### src/rtl/simd_pkg.sv
// ---------------------------------------------------------------------------
// simd_pkg - shared load-select/loader-state types and default datapath sizes
// Revision: 1.0
// ---------------------------------------------------------------------------
`default_nettype none

package simd_pkg;

   localparam int DEF_PE_COUNT   = 4;
   localparam int DEF_DATA_WIDTH = 32;
   localparam int DEF_INS_WIDTH  = 64;

   typedef enum logic [1:0] {
      SEL_A    = 2'd0,
      SEL_B    = 2'd1,
      SEL_INS  = 2'd2,
      SEL_RSVD = 2'd3
   } load_sel_e;

   typedef enum logic [1:0] {
      ST_IDLE  = 2'd0,
      ST_LOAD  = 2'd1,
      ST_FLUSH = 2'd2,
      ST_DONE  = 2'd3
   } loader_state_e;

endpackage

`default_nettype wire

### src/rtl/line_packer.sv
// ---------------------------------------------------------------------------
// line_packer - gathers stream words into a zero-filled line, lane 0 in LSBs
// Revision: 1.0
// ---------------------------------------------------------------------------
`default_nettype none

module line_packer #(
   parameter int MAX_WPL    = 4,
   parameter int DATA_WIDTH = 32,
   localparam int CW        = $clog2(MAX_WPL + 1)
) (
   input  logic                          clk,
   input  logic                          rstn,
   input  logic                          clear,
   input  logic [CW-1:0]                 wpl,
   input  logic                          accept,
   input  logic [DATA_WIDTH-1:0]         data,
   input  logic                          last,
   output logic [MAX_WPL*DATA_WIDTH-1:0] line_data,
   output logic                          line_done
);

   logic [MAX_WPL-1:0][DATA_WIDTH-1:0] lanes_q;
   logic [MAX_WPL-1:0][DATA_WIDTH-1:0] merged;
   logic [CW-1:0]                      count_q;

   // The word being accepted is merged in combinationally so the line can be
   // registered into the BRAM port on the same edge that accepts it.
   always_comb begin
      line_done = accept && (last || (count_q == wpl - CW'(1)));
      merged    = lanes_q;
      for (int i = 0; i < MAX_WPL; i++) begin
         if (accept && (count_q == CW'(i))) begin
            merged[i] = data;
         end
      end
   end

   assign line_data = merged;

   always_ff @(posedge clk) begin
      if (!rstn) begin
         lanes_q <= '0;
         count_q <= '0;
      end else if (clear || line_done) begin
         lanes_q <= '0;
         count_q <= '0;
      end else if (accept) begin
         lanes_q <= merged;
         count_q <= count_q + CW'(1);
      end
   end

endmodule

`default_nettype wire

### src/rtl/bram_loader.sv
// ---------------------------------------------------------------------------
// bram_loader - streams words into A/B/INS BRAM lines; LOADER_CHECKSUM_EN adds
// a per-transfer wrapping checksum output.  Revision: 1.0
// ---------------------------------------------------------------------------
`default_nettype none

module bram_loader
   import simd_pkg::*;
#(
   parameter int PE_COUNT       = DEF_PE_COUNT,
   parameter int DATA_WIDTH     = DEF_DATA_WIDTH,
   parameter int BRAM_DEPTH     = 1024,
   parameter int ADDR_WIDTH     = $clog2(BRAM_DEPTH),
   parameter int INS_ADDR_WIDTH = 10,
   parameter int INS_WIDTH      = DEF_INS_WIDTH,
   localparam int AMAX          = (INS_ADDR_WIDTH > ADDR_WIDTH) ? INS_ADDR_WIDTH : ADDR_WIDTH,
   localparam int LW            = ADDR_WIDTH + 1
) (
   input  logic                             clk,
   input  logic                             rstn,
   input  logic                             cmd_valid,
   output logic                             cmd_ready,
   input  logic [1:0]                       cmd_sel,
   input  logic [AMAX-1:0]                  cmd_base,
   input  logic [LW-1:0]                    cmd_len,
   input  logic                             s_valid,
   output logic                             s_ready,
   input  logic [DATA_WIDTH-1:0]            s_data,
   input  logic                             s_last,
   output logic                             bram_a_wr_en,
   output logic [ADDR_WIDTH-1:0]            bram_a_wr_addr,
   output logic [PE_COUNT*DATA_WIDTH-1:0]   bram_a_wr_data,
   output logic                             bram_b_wr_en,
   output logic [ADDR_WIDTH-1:0]            bram_b_wr_addr,
   output logic [PE_COUNT*DATA_WIDTH-1:0]   bram_b_wr_data,
   output logic                             bram_ins_wr_en,
   output logic [INS_ADDR_WIDTH-1:0]        bram_ins_wr_addr,
   output logic [INS_WIDTH-1:0]             bram_ins_wr_data,
`ifdef LOADER_CHECKSUM_EN
   output logic [DATA_WIDTH-1:0]            checksum,
`endif
   output logic                             busy,
   output logic                             done,
   output logic [LW-1:0]                    lines_written
);

   localparam int WPL_INS = INS_WIDTH / DATA_WIDTH;
   localparam int MAX_WPL = (PE_COUNT > WPL_INS) ? PE_COUNT : WPL_INS;
   localparam int CW      = $clog2(MAX_WPL + 1);

   loader_state_e                   state_q, state_d;
   load_sel_e                       sel_q;
   logic [AMAX-1:0]                 base_q;
   logic [LW-1:0]                   len_q;
   logic [LW-1:0]                   line_q;
   logic                            handshake;
   logic                            accept;
   logic                            line_done;
   logic [CW-1:0]                   wpl;
   logic [MAX_WPL*DATA_WIDTH-1:0]   line_data;
   logic [ADDR_WIDTH-1:0]           ab_addr;
   logic [INS_ADDR_WIDTH-1:0]       ins_addr;

   assign wpl      = (sel_q == SEL_INS) ? CW'(WPL_INS) : CW'(PE_COUNT);
   assign ab_addr  = base_q[ADDR_WIDTH-1:0] + line_q[ADDR_WIDTH-1:0];
   assign ins_addr = base_q[INS_ADDR_WIDTH-1:0] + INS_ADDR_WIDTH'(line_q);

   line_packer #(
      .MAX_WPL    (MAX_WPL),
      .DATA_WIDTH (DATA_WIDTH)
   ) u_packer (
      .clk       (clk),
      .rstn      (rstn),
      .clear     (handshake),
      .wpl       (wpl),
      .accept    (accept),
      .data      (s_data),
      .last      (s_last),
      .line_data (line_data),
      .line_done (line_done)
   );

   always_comb begin
      state_d   = state_q;
      cmd_ready = 1'b0;
      s_ready   = 1'b0;
      busy      = 1'b0;
      done      = 1'b0;
      handshake = 1'b0;
      accept    = 1'b0;
      case (state_q)
         ST_IDLE: begin
            cmd_ready = 1'b1;
            if (cmd_valid) begin
               handshake = 1'b1;
               state_d   = ((cmd_len == '0) || (load_sel_e'(cmd_sel) == SEL_RSVD)) ? ST_DONE : ST_LOAD;
            end
         end
         ST_LOAD: begin
            s_ready = 1'b1;
            busy    = 1'b1;
            accept  = s_valid;
            if (line_done && (s_last || (line_q + LW'(1) == len_q))) begin
               state_d = ST_FLUSH;
            end
         end
         ST_FLUSH: begin
            busy    = 1'b1;
            state_d = ST_DONE;
         end
         default: begin
            done    = 1'b1;
            state_d = ST_IDLE;
         end
      endcase
   end

   always_ff @(posedge clk) begin
      if (!rstn) begin
         state_q          <= ST_IDLE;
         sel_q            <= SEL_A;
         base_q           <= '0;
         len_q            <= '0;
         line_q           <= '0;
         lines_written    <= '0;
         bram_a_wr_en     <= 1'b0;
         bram_a_wr_addr   <= '0;
         bram_a_wr_data   <= '0;
         bram_b_wr_en     <= 1'b0;
         bram_b_wr_addr   <= '0;
         bram_b_wr_data   <= '0;
         bram_ins_wr_en   <= 1'b0;
         bram_ins_wr_addr <= '0;
         bram_ins_wr_data <= '0;
      end else begin
         state_q        <= state_d;
         bram_a_wr_en   <= 1'b0;
         bram_b_wr_en   <= 1'b0;
         bram_ins_wr_en <= 1'b0;
         if (handshake) begin
            sel_q  <= load_sel_e'(cmd_sel);
            base_q <= cmd_base;
            len_q  <= cmd_len;
            line_q <= '0;
         end
         if (line_done) begin
            line_q <= line_q + LW'(1);
            case (sel_q)
               SEL_A: begin
                  bram_a_wr_en   <= 1'b1;
                  bram_a_wr_addr <= ab_addr;
                  bram_a_wr_data <= line_data[PE_COUNT*DATA_WIDTH-1:0];
               end
               SEL_B: begin
                  bram_b_wr_en   <= 1'b1;
                  bram_b_wr_addr <= ab_addr;
                  bram_b_wr_data <= line_data[PE_COUNT*DATA_WIDTH-1:0];
               end
               SEL_INS: begin
                  bram_ins_wr_en   <= 1'b1;
                  bram_ins_wr_addr <= ins_addr;
                  bram_ins_wr_data <= line_data[INS_WIDTH-1:0];
               end
               default: ;
            endcase
         end
         // Commands that skip LOAD report zero lines without touching line_q.
         if ((state_d == ST_DONE) && (state_q != ST_DONE)) begin
            lines_written <= (state_q == ST_IDLE) ? '0 : line_q;
         end
      end
   end

`ifdef LOADER_CHECKSUM_EN
   always_ff @(posedge clk) begin
      if (!rstn) begin
         checksum <= '0;
      end else if (handshake) begin
         checksum <= '0;
      end else if (accept) begin
         checksum <= checksum + s_data;
      end
   end
`endif

endmodule

`default_nettype wire

### config.mk
export PLATFORM = sky130hd
export DESIGN_NAME = bram_loader
export DESIGN_NICKNAME = d
export VERILOG_FILES = /design/src/rtl/simd_pkg.sv /design/src/rtl/line_packer.sv /design/src/rtl/bram_loader.sv
export SDC_FILE = /design/constraint.sdc
export NUM_CORES = 1
export LEC_CHECK = 0
export BUFFER_PORTS_ARGS = -buffer_cell sky130_fd_sc_hd__clkbuf_2
export CORE_MARGIN = 3
export CORE_UTILIZATION = 41
export CTS_CLUSTER_SIZE = 10
export DETAILED_ROUTE_END_ITERATION = 10
export PLACE_DENSITY = 0.62
export SYNTH_ARGS = -nofsm -noshare
export SYNTH_HDL_FRONTEND = slang
export SYNTH_SLANG_ARGS = --single-unit
### constraint.sdc
create_clock -name clk -period 4.9 [get_ports clk]
set_clock_uncertainty 0.15 [all_clocks]
set_input_delay 0.245 -clock clk [delete_from_list [all_inputs] [get_ports clk]]
set_output_delay 0.245 -clock clk [all_outputs]
set_load 0.01 [all_outputs]
Yosys cells after proc, flatten, opt, wreduce, memory -nomap -nowiden

Cells that the tools add are included.

Input port bits: 60
Output and inout bits: 368
Register bits: 531

Bitwise logic cells: 1
Add/subtract/negate cells: 4
Equal/unequal tests: 12
Reductions and logical operators: 23
Muxes and demuxes: 22

Operators by type and width:

| kind                    | count |
|---|---|
| $mux W32                | 4 |
| $mux W11                | 3 |
| $add A11 B1 Y11 const B | 1 |
| $eq A11 B11 Y1          | 1 |
| $logic_not A11 Y1       | 1 |
| $add A10 B10 Y10        | 1 |
| $mux W1                 | 10 |
| $eq A2 B2 Y1 const B    | 4 |
| $reduce_and A2 Y1       | 4 |
| $logic_and A1 B1 Y1     | 7 |
| $eq A3 B2 Y1 const B    | 2 |
| $mux W2                 | 3 |
| $pmux W2 S3             | 1 |
| $eq A2 B1 Y1 const B    | 2 |
| $logic_not A2 Y1        | 2 |
| $logic_or A1 B1 Y1      | 4 |
| $reduce_or A2 Y1        | 2 |
| $add A3 B1 Y3 const B   | 1 |
| $eq A3 B1 Y1 const B    | 1 |
| $eq A3 B3 Y1            | 1 |
| $logic_not A3 Y1        | 1 |
| $mux W3                 | 1 |
| $reduce_or A3 Y1        | 1 |
| $sub A3 B1 Y3 const B   | 1 |
| 3 further kinds         | 3 |

Longest topological paths before layout

Depth in word-level cells: 11
Gate-level depth with buffers: 14
Depth with buffers taken out: 11

Cells and area by module

Synthesis repeated with hierarchy kept, for this count alone.

Cells, all modules: 2324
Area, all modules: 20198.1 sq um

Modules (own cells, without submodules):

| module      | area an instance (sq um) | times used | cells an instance |
|---|---|---|---|
| bram_loader | 14641.5                  | 1          | 1864 |
| line_packer | 5556.6                   | 1          | 460 |

Worst setup path before layout

Ideal clock, no wire load.

Path kind: flip-flop to flip-flop
From: reg state_q[1]
To: reg lines_written[0]
Setup slack: 2.215 ns
Cell stages (with the launch flop): 15
Arrival time: 2.464 ns
Setup time: 0.072 ns
Required time: 4.678 ns
Cell sequence: dfxtp_1 -> inv_1 -> ha_1 -> and2_4 -> buf_6 -> and2_4 -> buf_6 -> a32o_1 -> buf_6 -> nand3_2 -> nor4_2 -> o211a_1 -> nor3_2 -> buf_6 -> mux2i_1

Longest elaborated chain between the ends: 8
Elaborated cells between the ends (all ways): 13
Classes of those cells: eq/ne (4); mux (5); reduce/logical (4)

RTL lines:

| item                     | line               | source |
|---|---|---|
| start: declaration       | bram_loader.sv:51  | `loader_state_e state_q, state_d;` |
| start signal: assignment | bram_loader.sv:136 | `state_q <= state_d;` |
| $eq A2 B1 Y1             | bram_loader.sv:91  | `case (state_q)` |
| $mux W1                  | bram_loader.sv:91  |  |
| $logic_and A1 B1 Y1      | line_packer.sv:30  | `line_done = accept && (last \|\| (count_q == wpl - CW'(1)));` |
| $logic_and A1 B1 Y1      | bram_loader.sv:103 | `if (line_done && (s_last \|\| (line_q + LW'(1) == len_q))) begin` |
| $mux W2                  | bram_loader.sv:103 |  |
| $pmux W2 S3              | bram_loader.sv:91  |  |
| $eq A2 B2 Y1             | bram_loader.sv:168 | `if ((state_d == ST_DONE) && (state_q != ST_DONE)) begin` |
| $logic_and A1 B1 Y1      | bram_loader.sv:168 |  |
| end signal: assignment   | bram_loader.sv:169 | `lines_written <= (state_q == ST_IDLE) ? '0 : line_q;` |
| end: declaration         | bram_loader.sv:44  | `output logic [LW-1:0] lines_written` |

Parallel ways exist; a longest one is shown, timed or not.
A chain may end at the register's enable or synchronous reset.

Final worst setup path

From: reg state_q[1]
To: reg u_packer.lanes_q[127] (netlist name)

Longest elaborated chain between the ends: 5
Elaborated cells between the ends (all ways): 9
Classes of those cells: eq/ne (1); mux (3); reduce/logical (5)

RTL lines:

| item                       | line              | source |
|---|---|---|
| $eq A2 B1 Y1               | bram_loader.sv:91 |  |
| $mux W1                    | bram_loader.sv:91 |  |
| $logic_and A1 B1 Y1        | line_packer.sv:30 |  |
| $logic_or A1 B1 Y1         | line_packer.sv:45 | `end else if (clear \|\| line_done) begin` |
| $reduce_or A2 Y1 (no line) | --                |  |
| end signal: assignment     | line_packer.sv:49 | `lanes_q <= merged;` |
| end: declaration           | line_packer.sv:23 | `logic [MAX_WPL-1:0][DATA_WIDTH-1:0] lanes_q;` |

Parallel ways exist; a longest one is shown, timed or not.

==> flow_metrics.env <==
export IMPL_outcome="finished with violations"
export IMPL_violations="negative hold slack"
export IMPL_path_class="register to register"
export IMPL_power_uw=9770
export IMPL_dpl_hpwl_microns=42000
export IMPL_ff2ff_setup_slack_ns=1.30
export IMPL_drt_wl_total_microns=61100
export IMPL_vias_per_cell=5.32
export IMPL_syn_avg_cell_area_sq_um=10.1
export IMPL_hold_viol=1
export IMPL_grt_use_met1_pct=30.3
export IMPL_min_from="rstn"
export IMPL_die_w_microns=227
export IMPL_cts_resized=0
export IMPL_combPwrFrac_pct=12.7
export IMPL_yosysTopAreaCell="dfxtp_1"
export IMPL_whs_ns=-0.000310
export IMPL_avgRoutedWirePerCell_microns=20.4
export IMPL_worst_pin_slew_ns=1.18
export IMPL_synthDistinctLibCells=49
export IMPL_syn_cell_area_sq_um=20000
export IMPL_slew_headroom_pct=21.1
export IMPL_intPower_uw=7180
export IMPL_end_kind="register"
export IMPL_synth_xor_area_share_pct=1.10
export IMPL_finalSetupViolCount=0
export IMPL_die_area_sq_um=51400
export IMPL_route_detailed_drc=0
export IMPL_yosys_warnings=0
export IMPL_cp_start_kind="register"
export IMPL_power_density_nw_per_um2=400
export IMPL_post_cts_buffers=0
export IMPL_nNetsFinal=2446
export IMPL_worstPathArrival_ns=3.98
export IMPL_rsz0062_at_grt="false"
export IMPL_leakage_uw=0.0145
export IMPL_ir_drop_mv=0.278
export IMPL_h_tree_depth=2
export IMPL_synth_nets=2065
export IMPL_setup_ws_ns=1.30
export IMPL_drt_iter0_markers=967
export IMPL_clk_pin_slew_worst_paths_ns=0.06
export IMPL_std_cell_rows=80
export IMPL_num_vias=15900
export IMPL_die_h_microns=227
export IMPL_cts_sinks=531
export IMPL_syn_instance_count=1985
export IMPL_clock_path_buffers=3
export IMPL_grt_total_usage_pct=23.1
export IMPL_ys_ff_latch=531
export IMPL_p_sw_uw=2590
export IMPL_r2r_end="u_packer.lanes_q[127]"
export IMPL_synth_simple_area_share_pct=13.3
export IMPL_area_growth_pct=22.2
export IMPL_grt_use_met3_pct=6.06
export IMPL_grt_pass1_wl_microns=91900
export IMPL_ys_flop_type="dfxtp_1"
export IMPL_grt_pass1_vias=15400
export IMPL_coreArea_sq_um=47900
export IMPL_seq_area_frac_synth_pct=53.2
export IMPL_synthAdderAreaFrac_pct=1.29
export IMPL_io_pin_count=428
export IMPL_num_antenna_cells=0
export IMPL_start_util_pct=41.7
export IMPL_pre_cts_slack_ns=1.34
export IMPL_hp_class="input port to register"
export IMPL_drive_gt1_share_pct=22.3
export IMPL_cts_root_buffer="clkbuf_16"
export IMPL_synthArstFlopShare_pct=0
export IMPL_grt_busiest_layer="met2"
export IMPL_fillCellCount=4428
export IMPL_netlist_area_leader_share_pct=53.2
export IMPL_synth_edf_count=0
export IMPL_slew_violations=0
export IMPL_clk_latency_ns=0.62
export IMPL_crit_required_ns=5.28
export IMPL_whs_endpoint="lines_written[5]"
export IMPL_gp_congestion=0.793
export IMPL_swShare_pct=26.5
export IMPL_firstDrtPassIters=5
export IMPL_synth_compound_area_share_pct=19.9
export IMPL_portBuffers=427
export IMPL_antenna_found_initial=2
export IMPL_r2r_cells=9
export IMPL_p_clk_share_pct=39.9
export IMPL_drtAntennaViolNets=0
export IMPL_min_period_ns=3.60
export IMPL_tns_ns=0
export IMPL_power_frac_seq_pct=47.4
export IMPL_finalCritPeriodShare_pct=73.4
export IMPL_grt_use_met2_pct=37.0
export IMPL_hold_path_depth=3
export IMPL_cts_tree="done"
export IMPL_grt_max_degree=172
export IMPL_overflow=0
export IMPL_cts_buffers=60
export IMPL_max_freq_mhz=278
export IMPL_yosys_mux_area_fraction_pct=7.12
export IMPL_rr_startpoint="state_q[1]"
export IMPL_ys_top_cells_by_area="dfxtp_1, o211a_1, nand2_1"
export IMPL_crit_fanout=74
export IMPL_synth_top_family_by_area="compound AO/OA/AOI/OAI gates"
export IMPL_drv_cap=0
-- critical path: stages (launching register included) --
cell     delay (ns)
dfxtp_1        0.35
inv_1          0.09
ha_1           0.24
and2_4         0.20
and2_4         0.19
a32o_1         0.40
nor2_1         0.70
nand2_4        0.58
buf_12         0.43
nor2_1         0.13
-- area by class of cell --
type	instances	area (sq um)	area share, %
sequential	531	10600	43.5
multi-input combinational	1272	8550	35.0
timing repair buffer	488	2800	11.5
clock buffer	72	1570	6.41
tap	615	769	3.15
clock inverter	4	56.3	0.231
inverter	13	48.8	0.200
-- cells in the final DEF, fill, tap and decap left out, types with 4 or more instances in the layout --
master         netlist  layout
nand4_1              5       5
clkbuf_2             0     426
buf_12               0       7
buf_4                1      12
or3_1                6       6
nor2_1             143     142
ha_1                19      19
nand3_1              8       8
o211a_1            324     324
a21oi_1             18      18
dlygate4sd3_1        0      42
and2_1               7       6
dfxtp_1            531     531
xnor2_1             20      20
nand2_1            446     441
xor2_1               5       5
a21boi_0            54      54
nand2_2              0       4
mux2i_1            142     142
clkbuf_16            0      60
inv_1               13      13
nor3_1               6       6
clkbuf_1            89      10
o21ai_0             20      20
nand3b_1            11      11
-- routing by layer --
metal  wire length [microns]  up-vias
met1                   26500     7731
li1                        -     7604
met2                   27900      492
met5                       0        -
met4                    1950        0
met3                    4810      111
-- Yosys cell counts, types with 3 or more instances --
cell      number
a21oi_1       18
buf_1          6
or3_1          6
nand2_1      446
ha_1          19
nand2b_1       3
xor2_1         5
o211a_1      324
clkbuf_1      89
dfxtp_1      531
inv_1         13
mux2i_1      142
buf_2         65
nor2b_1        3
nor2_1       143
buf_6          8
nand3_1        8
xnor2_1       20
nand3b_1      11
a21boi_0      54
nand4_1        5
nor4_1         3
o21ai_0       20
nor3_1         6
and2_1         7
-- kinds of logic (layout without fill, tap and decap cells) --
group / count (synthesis) / after routing
AND/OR/NAND/NOR: 655 / 655
flip-flops: 531 / 531
AO/OA/AOI/OAI: 430 / 430
buffers and inverters: 182 / 577
multiplexers: 142 / 142
XOR/XNOR: 25 / 25
adder cells (fa/ha/maj): 20 / 20
-- power groups by stage --
stage | Combinational [uW] | Sequential, uW | Clock, uW
2_1_floorplan | 722 | 4760 | 0
3_3_place_gp | 1200 | 4720 | 0
3_5_place_dp | 1220 | 4720 | 0
4_1_cts | 1260 | 4630 | 4000
5_1_grt | 1370 | 4650 | 4150
6_report | 1240 | 4630 | 3890
-- sequential cells by signal, summed over array words and instances (netlist names) --
| name | flops |
|---|---|
| bram_a_wr_data | 128 |
| bram_b_wr_data | 128 |
| u_packer.lanes_q | 128 |
| bram_ins_wr_data | 64 |
| len_q | 11 |
| line_q | 11 |
| lines_written | 11 |
| base_q | 10 |
| bram_a_wr_addr | 10 |
| bram_b_wr_addr | 10 |
| bram_ins_wr_addr | 10 |
| u_packer.count_q | 3 |
| sel_q | 2 |
| state_q | 2 |
| bram_a_wr_en | 1 |
| bram_b_wr_en | 1 |
| bram_ins_wr_en | 1 |
-- worst max-delay path by stage --
| stage | start | to |
|---|---|---|
| floorplan | state_q[1] | lines_written[0] |
| global placement | state_q[1] | u_packer.lanes_q[127] |
| detailed placement | state_q[1] | bram_b_wr_data[68] |
| CTS | state_q[1] | u_packer.lanes_q[119] |
| global route | state_q[1] | u_packer.lanes_q[40] |
| finish | state_q[1] | u_packer.lanes_q[127] |
-- through the flow --
stage / util (%) / hold WS (ns) / area, sq um / std cells
after global placement: 46.7 / 0.292 / 22400 / 2877
final: 50.9 / -0.000310 / 24400 / 2995
after CTS: 50.9 / 0.00236 / 24400 / 2995
after global routing: 50.9 / 0.0356 / 24400 / 2995
after floorplan: - / 0.240 / 20000 / 1985
after detailed placement: 46.7 / 0.296 / 22400 / 2877
-- what timing repair did --
action / in CTS / in global routing
setup endpoints to repair: 0 / 0
endpoints found under the hold margin: 70 / 0
hold buffers: 42 / 0
No activity file was read; power rests on OpenSTA's default activity.
